===== config.mk =====
export PLATFORM = sky130hd
export DESIGN_NAME = pru_raster_engine
export DESIGN_NICKNAME = d
export VERILOG_FILES = /design/src/rtl/pru_raster_pkg.sv /design/src/rtl/pru_bbox_clip.sv /design/src/rtl/pru_raster_engine.sv
export SDC_FILE = /design/constraint.sdc
export NUM_CORES = 1
export LEC_CHECK = 0
export CAP_MARGIN = 20
export CORE_UTILIZATION = 45
export DETAILED_ROUTE_END_ITERATION = 16
export GPL_TIMING_DRIVEN = 1
export PLACE_DENSITY = 0.58
export SLEW_MARGIN = 0
export SYNTH_ARGS = -nofsm -noshare
export SYNTH_HDL_FRONTEND = slang
export SYNTH_SLANG_ARGS = --single-unit

===== constraint.sdc =====
create_clock -name clk -period 13.5 [get_ports clk]
set_input_delay 1.35 -clock clk [delete_from_list [all_inputs] [get_ports clk]]
set_output_delay 1.35 -clock clk [all_outputs]
set_load 0.02 [all_outputs]

===== src/rtl/pru_raster_pkg.sv =====
// Shared types for the raster engine: command opcodes and controller states.
package pru_raster_pkg;

  typedef enum logic [2:0] {
    OP_CLEAR        = 3'd0,
    OP_RECT_FILL    = 3'd1,
    OP_RECT_OUTLINE = 3'd2,
    OP_CIRCLE_FILL  = 3'd3,
    OP_BITMAP       = 3'd4
  } op_e;

  typedef enum logic [2:0] {
    IDLE   = 3'd0,
    SETUP  = 3'd1,
    SCAN   = 3'd2,
    DRAIN  = 3'd3,
    FINISH = 3'd4
  } state_e;

  function automatic logic op_reserved(input logic [2:0] op);
    return op > 3'd4;
  endfunction

endpackage


===== src/rtl/pru_bbox_clip.sv =====
// Combinational bounding box for one draw command: unclipped extents for edge tests,
// clamped scan window, and an empty flag when nothing can be written.
module pru_bbox_clip
  import pru_raster_pkg::*;
#(
  parameter int H_RES = 640,
  parameter int V_RES = 480,
  parameter int XW    = $clog2(H_RES),
  parameter int YW    = $clog2(V_RES)
) (
  input  logic [2:0]           op,
  input  logic [XW-1:0]        x,
  input  logic [YW-1:0]        y,
  input  logic [XW-1:0]        w,
  input  logic [YW-1:0]        h,
  output logic signed [XW+1:0] ux0,
  output logic signed [XW+1:0] ux1,
  output logic signed [YW+1:0] uy0,
  output logic signed [YW+1:0] uy1,
  output logic [XW-1:0]        bx0,
  output logic [XW-1:0]        bx1,
  output logic [YW-1:0]        by0,
  output logic [YW-1:0]        by1,
  output logic                 empty,
  output logic                 reserved
);

  localparam logic signed [XW+1:0] X_MAX  = (XW+2)'(H_RES - 1);
  localparam logic signed [YW+1:0] Y_MAX  = (YW+2)'(V_RES - 1);
  localparam logic signed [XW+1:0] X_ONE  = (XW+2)'(1);
  localparam logic signed [YW+1:0] Y_ONE  = (YW+2)'(1);
  localparam logic [XW-1:0]        X_LAST = XW'(H_RES - 1);
  localparam logic [YW-1:0]        Y_LAST = YW'(V_RES - 1);

  logic signed [XW+1:0] sx, sw, sr;
  logic signed [YW+1:0] sy, sh;
  logic                 zero_size;

  assign sx = $signed({2'b00, x});
  assign sw = $signed({2'b00, w});
  assign sr = $signed((XW+2)'(h));
  assign sy = $signed({2'b00, y});
  assign sh = $signed({2'b00, h});

  always_comb begin
    reserved  = op_reserved(op);
    ux0       = '0;
    ux1       = X_MAX;
    uy0       = '0;
    uy1       = Y_MAX;
    zero_size = 1'b0;
    case (op)
      OP_RECT_FILL, OP_RECT_OUTLINE, OP_BITMAP: begin
        ux0       = sx;
        ux1       = sx + sw - X_ONE;
        uy0       = sy;
        uy1       = sy + sh - Y_ONE;
        zero_size = (w == '0) || (h == '0);
      end
      // Radius travels in h, so a zero radius is treated like a zero-size command.
      OP_CIRCLE_FILL: begin
        ux0       = sx - sr;
        ux1       = sx + sr;
        uy0       = sy - sh;
        uy1       = sy + sh;
        zero_size = (h == '0);
      end
      default: ;
    endcase

    bx0 = ux0[XW+1] ? '0 : ux0[XW-1:0];
    bx1 = (ux1 > X_MAX) ? X_LAST : ux1[XW-1:0];
    by0 = uy0[YW+1] ? '0 : uy0[YW-1:0];
    by1 = (uy1 > Y_MAX) ? Y_LAST : uy1[YW-1:0];

    empty = reserved || zero_size || (ux0 > X_MAX) || (uy0 > Y_MAX) ||
            ux1[XW+1] || uy1[YW+1];
  end

endmodule


===== src/rtl/pru_raster_engine.sv =====
// Pixel rasteriser: scans the clipped bounding box of one command row-major and
// streams kept pixels as framebuffer writes through a two-stage pipeline.
module pru_raster_engine
  import pru_raster_pkg::*;
#(
  parameter int H_RES   = 640,
  parameter int V_RES   = 480,
  parameter int COLOR_W = 2,
  parameter int BMP_AW  = 10,
  parameter int XW      = $clog2(H_RES),
  parameter int YW      = $clog2(V_RES),
  parameter int FB_AW   = $clog2(H_RES*V_RES)
) (
  input  logic               clk,
  input  logic               rst_n,
  input  logic               cmd_valid,
  output logic               cmd_ready,
  input  logic [2:0]         cmd_op,
  input  logic [COLOR_W-1:0] cmd_color,
  input  logic [XW-1:0]      cmd_x,
  input  logic [YW-1:0]      cmd_y,
  input  logic [XW-1:0]      cmd_w,
  input  logic [YW-1:0]      cmd_h,
  input  logic [BMP_AW-1:0]  cmd_bmp_base,
  output logic               pix_valid,
  input  logic               pix_ready,
  output logic [FB_AW-1:0]   pix_addr,
  output logic [COLOR_W-1:0] pix_data,
  output logic               bmp_rd_en,
  output logic [BMP_AW-1:0]  bmp_rd_addr,
  input  logic               bmp_rd_data,
  output logic               busy,
  output logic               done,
  output logic               err,
  output state_e             dbg_state
);

  // Handshakes: a transfer happens on a cycle where valid && ready are both high;
  // a producer holding valid keeps its payload unchanged until that cycle.

  localparam logic [FB_AW-1:0] H_STEP = FB_AW'(H_RES);

  state_e state_q, state_d;

  logic [2:0]         op_q;
  logic [COLOR_W-1:0] color_q;
  logic [XW-1:0]      x_q, w_q;
  logic [YW-1:0]      y_q, h_q;
  logic [BMP_AW-1:0]  base_q;

  logic signed [XW+1:0] c_ux0, c_ux1;
  logic signed [YW+1:0] c_uy0, c_uy1;
  logic [XW-1:0]        c_bx0, c_bx1;
  logic [YW-1:0]        c_by0, c_by1;
  logic                 c_empty, c_reserved;

  logic [XW-1:0]     cx_q;
  logic [YW-1:0]     cy_q;
  logic [FB_AW-1:0]  fb_addr_q, row_base_q, row_start;
  logic [BMP_AW-1:0] bmp_addr_q, bmp_row_q, bmp_step;

  logic               s1_valid_q, s1_keep_q, s1_bmp_q;
  logic [FB_AW-1:0]   pix_addr_q;
  logic [COLOR_W-1:0] pix_data_q;

  logic scanning, stall, adv, last_col, last_row, keep0, on_edge;

  logic signed [XW+1:0] dx_s;
  logic signed [YW+1:0] dy_s;
  logic [XW:0]          adx, ady;
  logic [2*XW+1:0]      adx_w, ady_w, rad_w, dist2, r2;

  pru_bbox_clip #(
    .H_RES (H_RES),
    .V_RES (V_RES),
    .XW    (XW),
    .YW    (YW)
  ) u_bbox (
    .op       (op_q),
    .x        (x_q),
    .y        (y_q),
    .w        (w_q),
    .h        (h_q),
    .ux0      (c_ux0),
    .ux1      (c_ux1),
    .uy0      (c_uy0),
    .uy1      (c_uy1),
    .bx0      (c_bx0),
    .bx1      (c_bx1),
    .by0      (c_by0),
    .by1      (c_by1),
    .empty    (c_empty),
    .reserved (c_reserved)
  );

  assign cmd_ready   = (state_q == IDLE);
  assign busy        = !cmd_ready;
  assign done        = (state_q == FINISH);
  assign err         = done && c_reserved;
  assign dbg_state   = state_q;
  assign pix_valid   = s1_valid_q && (s1_bmp_q ? bmp_rd_data : s1_keep_q);
  assign pix_addr    = pix_addr_q;
  assign pix_data    = pix_data_q;
  assign bmp_rd_addr = bmp_addr_q;

  assign scanning  = (state_q == SCAN);
  assign stall     = pix_valid && !pix_ready;
  assign adv       = scanning && !stall;
  assign last_col  = (cx_q == c_bx1);
  assign last_row  = (cy_q == c_by1);
  assign bmp_rd_en = adv && (op_q == OP_BITMAP);
  assign bmp_step  = BMP_AW'(w_q);
  // Constant-coefficient product, evaluated once per command in SETUP only.
  assign row_start = FB_AW'(c_by0) * H_STEP;

  assign dx_s  = $signed({2'b00, cx_q}) - $signed({2'b00, x_q});
  assign dy_s  = $signed({2'b00, cy_q}) - $signed({2'b00, y_q});
  assign adx   = dx_s[XW+1] ? (XW+1)'(-dx_s) : (XW+1)'(dx_s);
  assign ady   = dy_s[YW+1] ? (XW+1)'(-dy_s) : (XW+1)'(dy_s);
  assign adx_w = (2*XW+2)'(adx);
  assign ady_w = (2*XW+2)'(ady);
  assign rad_w = (2*XW+2)'(h_q);
  assign dist2 = adx_w * adx_w + ady_w * ady_w;
  assign r2    = rad_w * rad_w;

  assign on_edge = ($signed({2'b00, cx_q}) == c_ux0) || ($signed({2'b00, cx_q}) == c_ux1) ||
                   ($signed({2'b00, cy_q}) == c_uy0) || ($signed({2'b00, cy_q}) == c_uy1);

  // Bitmap pixels are kept or dropped later, once the ROM bit arrives in stage 1.
  always_comb begin
    keep0 = 1'b0;
    case (op_q)
      OP_CLEAR, OP_RECT_FILL, OP_BITMAP: keep0 = 1'b1;
      OP_RECT_OUTLINE:                   keep0 = on_edge;
      OP_CIRCLE_FILL:                    keep0 = (dist2 <= r2);
      default:                           keep0 = 1'b0;
    endcase
  end

  always_comb begin
    state_d = state_q;
    case (state_q)
      IDLE:    if (cmd_valid) state_d = SETUP;
      SETUP:   state_d = c_empty ? FINISH : SCAN;
      SCAN:    if (adv && last_col && last_row) state_d = DRAIN;
      DRAIN:   if (!stall) state_d = FINISH;
      FINISH:  state_d = IDLE;
      default: state_d = IDLE;
    endcase
  end

  always_ff @(posedge clk or negedge rst_n) begin
    if (!rst_n) state_q <= IDLE;
    else        state_q <= state_d;
  end

  always_ff @(posedge clk or negedge rst_n) begin
    if (!rst_n) begin
      op_q    <= '0;
      color_q <= '0;
      x_q     <= '0;
      y_q     <= '0;
      w_q     <= '0;
      h_q     <= '0;
      base_q  <= '0;
    end else if (cmd_valid && cmd_ready) begin
      op_q    <= cmd_op;
      color_q <= cmd_color;
      x_q     <= cmd_x;
      y_q     <= cmd_y;
      w_q     <= cmd_w;
      h_q     <= cmd_h;
      base_q  <= cmd_bmp_base;
    end
  end

  // Stage 0 counters. A bitmap box never clips on the left or top, so each
  // bitmap row starts exactly one bitmap width after the previous one.
  always_ff @(posedge clk or negedge rst_n) begin
    if (!rst_n) begin
      cx_q       <= '0;
      cy_q       <= '0;
      fb_addr_q  <= '0;
      row_base_q <= '0;
      bmp_addr_q <= '0;
      bmp_row_q  <= '0;
    end else if (state_q == SETUP) begin
      cx_q       <= c_bx0;
      cy_q       <= c_by0;
      row_base_q <= row_start;
      fb_addr_q  <= row_start + FB_AW'(c_bx0);
      bmp_row_q  <= base_q;
      bmp_addr_q <= base_q;
    end else if (adv) begin
      if (last_col) begin
        cx_q       <= c_bx0;
        cy_q       <= cy_q + YW'(1);
        row_base_q <= row_base_q + H_STEP;
        fb_addr_q  <= row_base_q + H_STEP + FB_AW'(c_bx0);
        bmp_row_q  <= bmp_row_q + bmp_step;
        bmp_addr_q <= bmp_row_q + bmp_step;
      end else begin
        cx_q       <= cx_q + XW'(1);
        fb_addr_q  <= fb_addr_q + FB_AW'(1);
        bmp_addr_q <= bmp_addr_q + BMP_AW'(1);
      end
    end
  end

  always_ff @(posedge clk or negedge rst_n) begin
    if (!rst_n) begin
      s1_valid_q <= 1'b0;
      s1_keep_q  <= 1'b0;
      s1_bmp_q   <= 1'b0;
      pix_addr_q <= '0;
      pix_data_q <= '0;
    end else if (!stall) begin
      s1_valid_q <= scanning;
      if (scanning) begin
        s1_keep_q  <= keep0;
        s1_bmp_q   <= (op_q == OP_BITMAP);
        pix_addr_q <= fb_addr_q;
        pix_data_q <= color_q;
      end
    end
  end

endmodule


# [Word-level counts from Yosys, hierarchy flattened]
# Cells that the tools add are included.
[word_totals] reg_bits=157 latch_bits=0 ram_bits=0 romBits=0 in_bits=58 out_inout_bits=40 wordCells=134 n_memories=0
[classes] addsub=20 multipliers=4 div_mod_pow=0 n_lt_le_gt_ge=6 n_eq_ne=17 shift=0 n_mux=36 bitwise_logic=1 reduce_logical=31
[op_table] cell="two-way mux 19 bit" count=6
[op_table] cell="two-way mux 10 bit" count=11
[op_table] cell="case mux 12 bit (2 select lines)" count=2
[op_table] cell="two-way mux 9 bit" count=5
[op_table] cell="multiplier 11 x 11 -> 22 bit" count=2
[op_table] cell="case mux 11 bit (2 select lines)" count=2
[op_table] cell="adder 19 x 10 -> 19 bit" count=2
[op_table] cell="equality test 11 x 12 -> 1 bit" count=2
[op_table] cell="greater-than comparator 12 x 11 -> 1 bit, second input constant" count=2
[op_table] cell="adder 22 bit" count=1
[op_table] cell="equality test 10 x 11 -> 1 bit" count=2
[op_table] cell="greater-than comparator 11 x 10 -> 1 bit, second input constant" count=2
[op_table] cell="less-or-equal comparator 22 x 18 -> 1 bit" count=1
[op_table] cell="two-way mux 11 bit" count=2
[op_table] cell="adder 10 x 1 -> 10 bit, second input constant" count=2
[op_table] cell="subtractor 9 x 9 -> 10 bit" count=2
[op_table] cell="adder 19 x 1 -> 19 bit, second input constant" count=1
[op_table] cell="adder 19 x 10 -> 19 bit, second input constant" count=1
[op_table] cell="multiplier 9 x 9 -> 18 bit" count=1
[op_table] cell="equality test 3 x 2 -> 1 bit, second input constant" count=4
[op_table] cell="multiplier 9 x 3 -> 12 bit, second input constant" count=1
[op_table] cell="two-way mux 3 bit" count=4
[op_table] cell="case mux 3 bit (4 select lines)" count=1
[op_table] cell="subtractor 12 x 2 -> 12 bit, second input constant" count=1
[op_table] cell="other kinds (31)" count=55

# [Depth between registers and ports, before layout]
[depth] ltp_word=10 mapped_depth=47 ltp_nobuf=47

# [Cells and area by module]
# A second synthesis with hierarchy kept.
[hier_totals] cells_unflattened=2706 hier_area_um2=22730.6
[modules_own_cells] module="pru_raster_engine" n_inst=1 cells_per_inst=2201 area_each_um2=19267.2
[modules_own_cells] module="pru_bbox_clip" n_inst=1 cells_per_inst=505 area_each_um2=3463.3

# [Least setup slack after synthesis]
# OpenSTA, ideal clock, no wires.
[synth_timing] path_kind="register to register" startpoint="reg x_q[1]" endpoint="reg s1_keep_q" setup_ns=0.087 t_arrival_ns=9.575 t_required_ns=13.413 path_slack_ns=3.839 stages_incl_launch_ff=43 path_cell_list="dfrtp_1 inv_1 ha_1 nor2b_1 o21ai_0 a21boi_0 o21ai_0 a21oi_1 or3_1 a2111oi_0 nor2_1 xor2_1 inv_1 nor2_1 fa_1 inv_1 fa_1 fa_1 [7 not listed] ha_1 or3_1 o21ai_0 a21oi_1 a21oi_1 nor2b_1 o21ai_0 a21bo_2 nor2b_1 xnor2_1 ha_1 a21o_1 a21o_1 a21oi_1 o21ai_0 o41ai_1 nand4_1 o211ai_1"
[synth_between] elab_chain_len=8
[synth_lines] element="from (decl)" line_no="pru_raster_engine.sv:47" text="logic [XW-1:0] x_q, w_q;"
[synth_lines] element="from (signal assigned)" line_no="pru_raster_engine.sv:169" text="x_q <= cmd_x;"
[synth_lines] element="branches (longest 7 deep; another with multiplier 11 x 11 -> 22 bit)"
[synth_lines] element="case mux 1 bit (3 select lines) (*)" line_no="pru_raster_engine.sv:132" text="case (op_q)"
[synth_lines] element="to (signal assigned)" line_no="pru_raster_engine.sv:220" text="s1_keep_q <= keep0;"
[synth_lines] element="to (decl)" line_no="pru_raster_engine.sv:62" text="logic s1_valid_q, s1_keep_q, s1_bmp_q;"
# Every way passes the cells marked *.
# A chain may end at the register's enable or synchronous reset.

# [Final worst setup path]
# Same ends and word-level chain as after synthesis.

==> results.py <==
metrics = {
    "global_routing": {
        "track_usage": 0.272,
        "grt_start_max_net_pins": 68,
        "grt_pass1_vias": 19000,
        "antenna_found_initial": 0,
        "grt_overflow": 0,
        "grt_pass1_wl_mm": 106,
    },
    "layout": {
        "fillers": 4827,
        "area_delta_synth_final_pct": 10.3,
        "layout-drive-gt1-share": 0.0603,
        "nets": 3207,
        "multi_input_area_um2": 16900,
        "diodes": 0,
        "fin_cells": 3367,
        "seq_area_um2": 3750,
        "final_area_um2": 24700,
    },
    "logic_synthesis": {
        "netlist_instances": 2623,
        "syn_area_per_cell_um2": 8.54,
        "synth.ff_latch_count": 150,
        "netlist_area_um2": 22400,
        "synth_compound_area_frac": 0.152,
        "synth_cell_types": 99,
        "yosysMostFrequentCell": "inv_1",
        "synthTopCellsByArea": "fa_1 (19%), dfrtp_1 (17%), ha_1 (14%), inv_1 (6.4%), xnor2_1 (5.0%)",
        "synth_edf_count": 0,
        "yosysSeqAreaShare": 0.168,
        "async_flop_share": 1.00,
        "synthSimpleGateAreaFrac": 0.161,
        "synth_top_family_by_area": "adder cells",
        "synth.area.mux_share": 0.0273,
        "yosys_warnings": 0,
        "synthFlopType": "dfrtp_1",
        "yosys-top-cells-count": "inv_1 (379), ha_1 (247), nand2_1 (239), nor2_1 (215), fa_1 (211)",
        "yosys.area.top_type_share": 0.189,
        "synth-xor-area-share": 0.0788,
        "synth-adder-area-share": 0.327,
        "yosys.area.top_type": "fa_1",
    },
    "job": {
        "max_cap_violations": 0,
    },
    "sta": {
        "tightest_slew_ps": 1040,
        "setup_viol": 0,
        "relSlewSlack": 0.302,
        "finalHoldViolCount": 0,
        "rsz0062_at_grt": "no",
        "report.final.slew_viol_count": 0,
        "fin_setup_tns_ps": 0,
        "fin_skew_ps": 10.8,
        "max_freq_mhz": 90.6,
        "post-route-period-util": 0.817,
        "period_minus_slack_ps": 11030,
    },
    "outcome": {
        "status": "complete, no violations",
    },
    "worst_setup_path": {
        "path_common_cell": "fa_1",
        "arrival_ps": 11400,
        "cp-end-kind": "register",
        "cpMaxStageDelayCell": "a2111oi_0",
        "r2r-end": "s1_keep_q",
        "cp.required_ps": 13870,
        "worstPathMaxFanout": 7,
        "worstSetupPathType": "register to register",
        "max_stage_delay_ps": 580,
        "reg2reg_slack_ps": 2470,
        "crit_path_start_kind": "register",
        "r2r_cells": 42,
        "timing.rr.start": "x_q[1]",
    },
    "placement": {
        "placed_cells": 3335,
        "gp_congestion": 0.950,
        "dp_hpwl_mm": 52.1,
        "dpl-instance-area_um2": 24100,
        "io_buffer_count": 97,
    },
    "cts": {
        "htreeDepth": 4,
        "clkSinkCount": 150,
        "cts_resized": 0,
        "post-cts-setup-buffer-count": 0,
        "cts_tree": "done",
        "clockRootBuffer": "clkbuf_16",
        "postCtsHoldBufs": 0,
        "cts.path.max_buffers": 2,
        "clk_pin_slew_ps": 80,
        "cts_buffers": 17,
        "clkLatencyLatePin_ps": 460,
    },
    "floorplanning": {
        "pin_count": 98,
        "core_um2": 49100,
        "design.die.area_um2": 50700,
        "die_y_um": 225,
        "start_util": 0.457,
        "rows": 81,
        "die_w_um": 225,
    },
    "drt": {
        "wire_per_inst_um": 19.8,
        "antenna_left": 0,
        "num_vias": 18700,
        "finalWirelength_mm": 66.6,
        "drt_iter0_drc": 1428,
        "firstDrtPassIters": 5,
        "post-route-drc-count": 0,
        "via_per_inst": 5.54,
    },
    "hold_path": {
        "hp-start": "color_q[0]",
        "worst_hold_path.endpoint": "pix_data[0]",
        "hold_depth": 2,
        "hp-class": "register to register",
    },
}
## cell families (layout without fill, tap and decap cells)
kind of cell             count (synthesis)  count (layout)
adder cells (fa/ha/maj)                459             459
flip-flops                             150             150
multiplexers                            57              57
buffers and inverters                  489             539
AO/OA/AOI/OAI                          510             510
XOR/XNOR                               199             199
AND/OR/NAND/NOR                        757             757
other                                    2              32
## how the worst max path moves through the flow
| stage | slack, ps | end | start | cells past startpoint |
|---|---|---|---|---|
| after floorplan | 3840 | s1_keep_q | x_q[1] | 42 |
| after global placement | 3090 | s1_keep_q | x_q[1] | 42 |
| after detailed placement | 2590 | s1_keep_q | x_q[1] | 40 |
| after CTS | 2530 | s1_keep_q | x_q[1] | 40 |
| after global routing | 1670 | s1_keep_q | x_q[1] | 40 |
| final | 2470 | s1_keep_q | x_q[1] | 42 |
## layout by cell type, fill, tap and decap left out, types with 25 or more instances in the layout
cell type / netlist / layout
a21o_1: 36 / 36
a21oi_1: 135 / 135
buf_4: 8 / 26
clkdlybuf4s50_1: 0 / 96
conb_1: 2 / 32
dfrtp_1: 150 / 150
fa_1: 211 / 211
ha_1: 247 / 247
inv_1: 379 / 379
mux2_2: 30 / 30
mux2i_1: 26 / 25
nand2_1: 239 / 239
nand3_1: 57 / 57
nand4_1: 25 / 25
nor2_1: 215 / 212
nor2b_1: 26 / 26
nor3_1: 42 / 42
o21ai_0: 113 / 113
xnor2_1: 127 / 126
xor2_1: 70 / 70
## per-layer routing
metal  vias up  GRT usage  wire [µm]
met2       489      0.435      30400
met3        46     0.0323       3310
met4         0     0.0577        983
met1      9242      0.393      31900
met5         -          0          0
li1       8882          -          -
## flip-flops by register name, summed over array words and instances (netlist names), 10 cells and up
name,count
x_q,10
row_base_q,12
bmp_row_q,10
base_q,10
pix_addr,19
bmp_rd_addr,10
bmp_step,10
cx_q,10
fb_addr_q,19
## through the flow
step                      utilization  hold slack [ps]  setup slack, ps
after CTS                       0.504              474             2530
after detailed placement        0.491              456             2590
after global routing            0.504              492             1670
after floorplan                     -              435             3840
after global placement          0.491              447             3090
final                           0.504              468             2470
## cell type report
cell class / instances / area share
clock buffers: 20 / 0.0189
repair buffers: 124 / 0.0484
well taps: 664 / 0.0336
inverters: 384 / 0.0583
multi-input cells: 2014 / 0.683
clock inverters: 11 / 0.00552
flip-flops and latches: 150 / 0.152
## worst max-delay path: cells and delay by family (launching register included)
| family | cells | cell delay, ps |
|---|---|---|
| adders and majority gates | 10 | 4400 |
| AOI/OAI and AO/OA | 16 | 3040 |
| buffers and inverters | 6 | 640 |
| and+or+nand+nor | 8 | 1680 |
| DFF | 1 | 520 |
| xor gates and xnor gates | 2 | 650 |
Power is not shown: default switching activity piles up to over one toggle a cycle in this logic, so the estimate is an artifact.
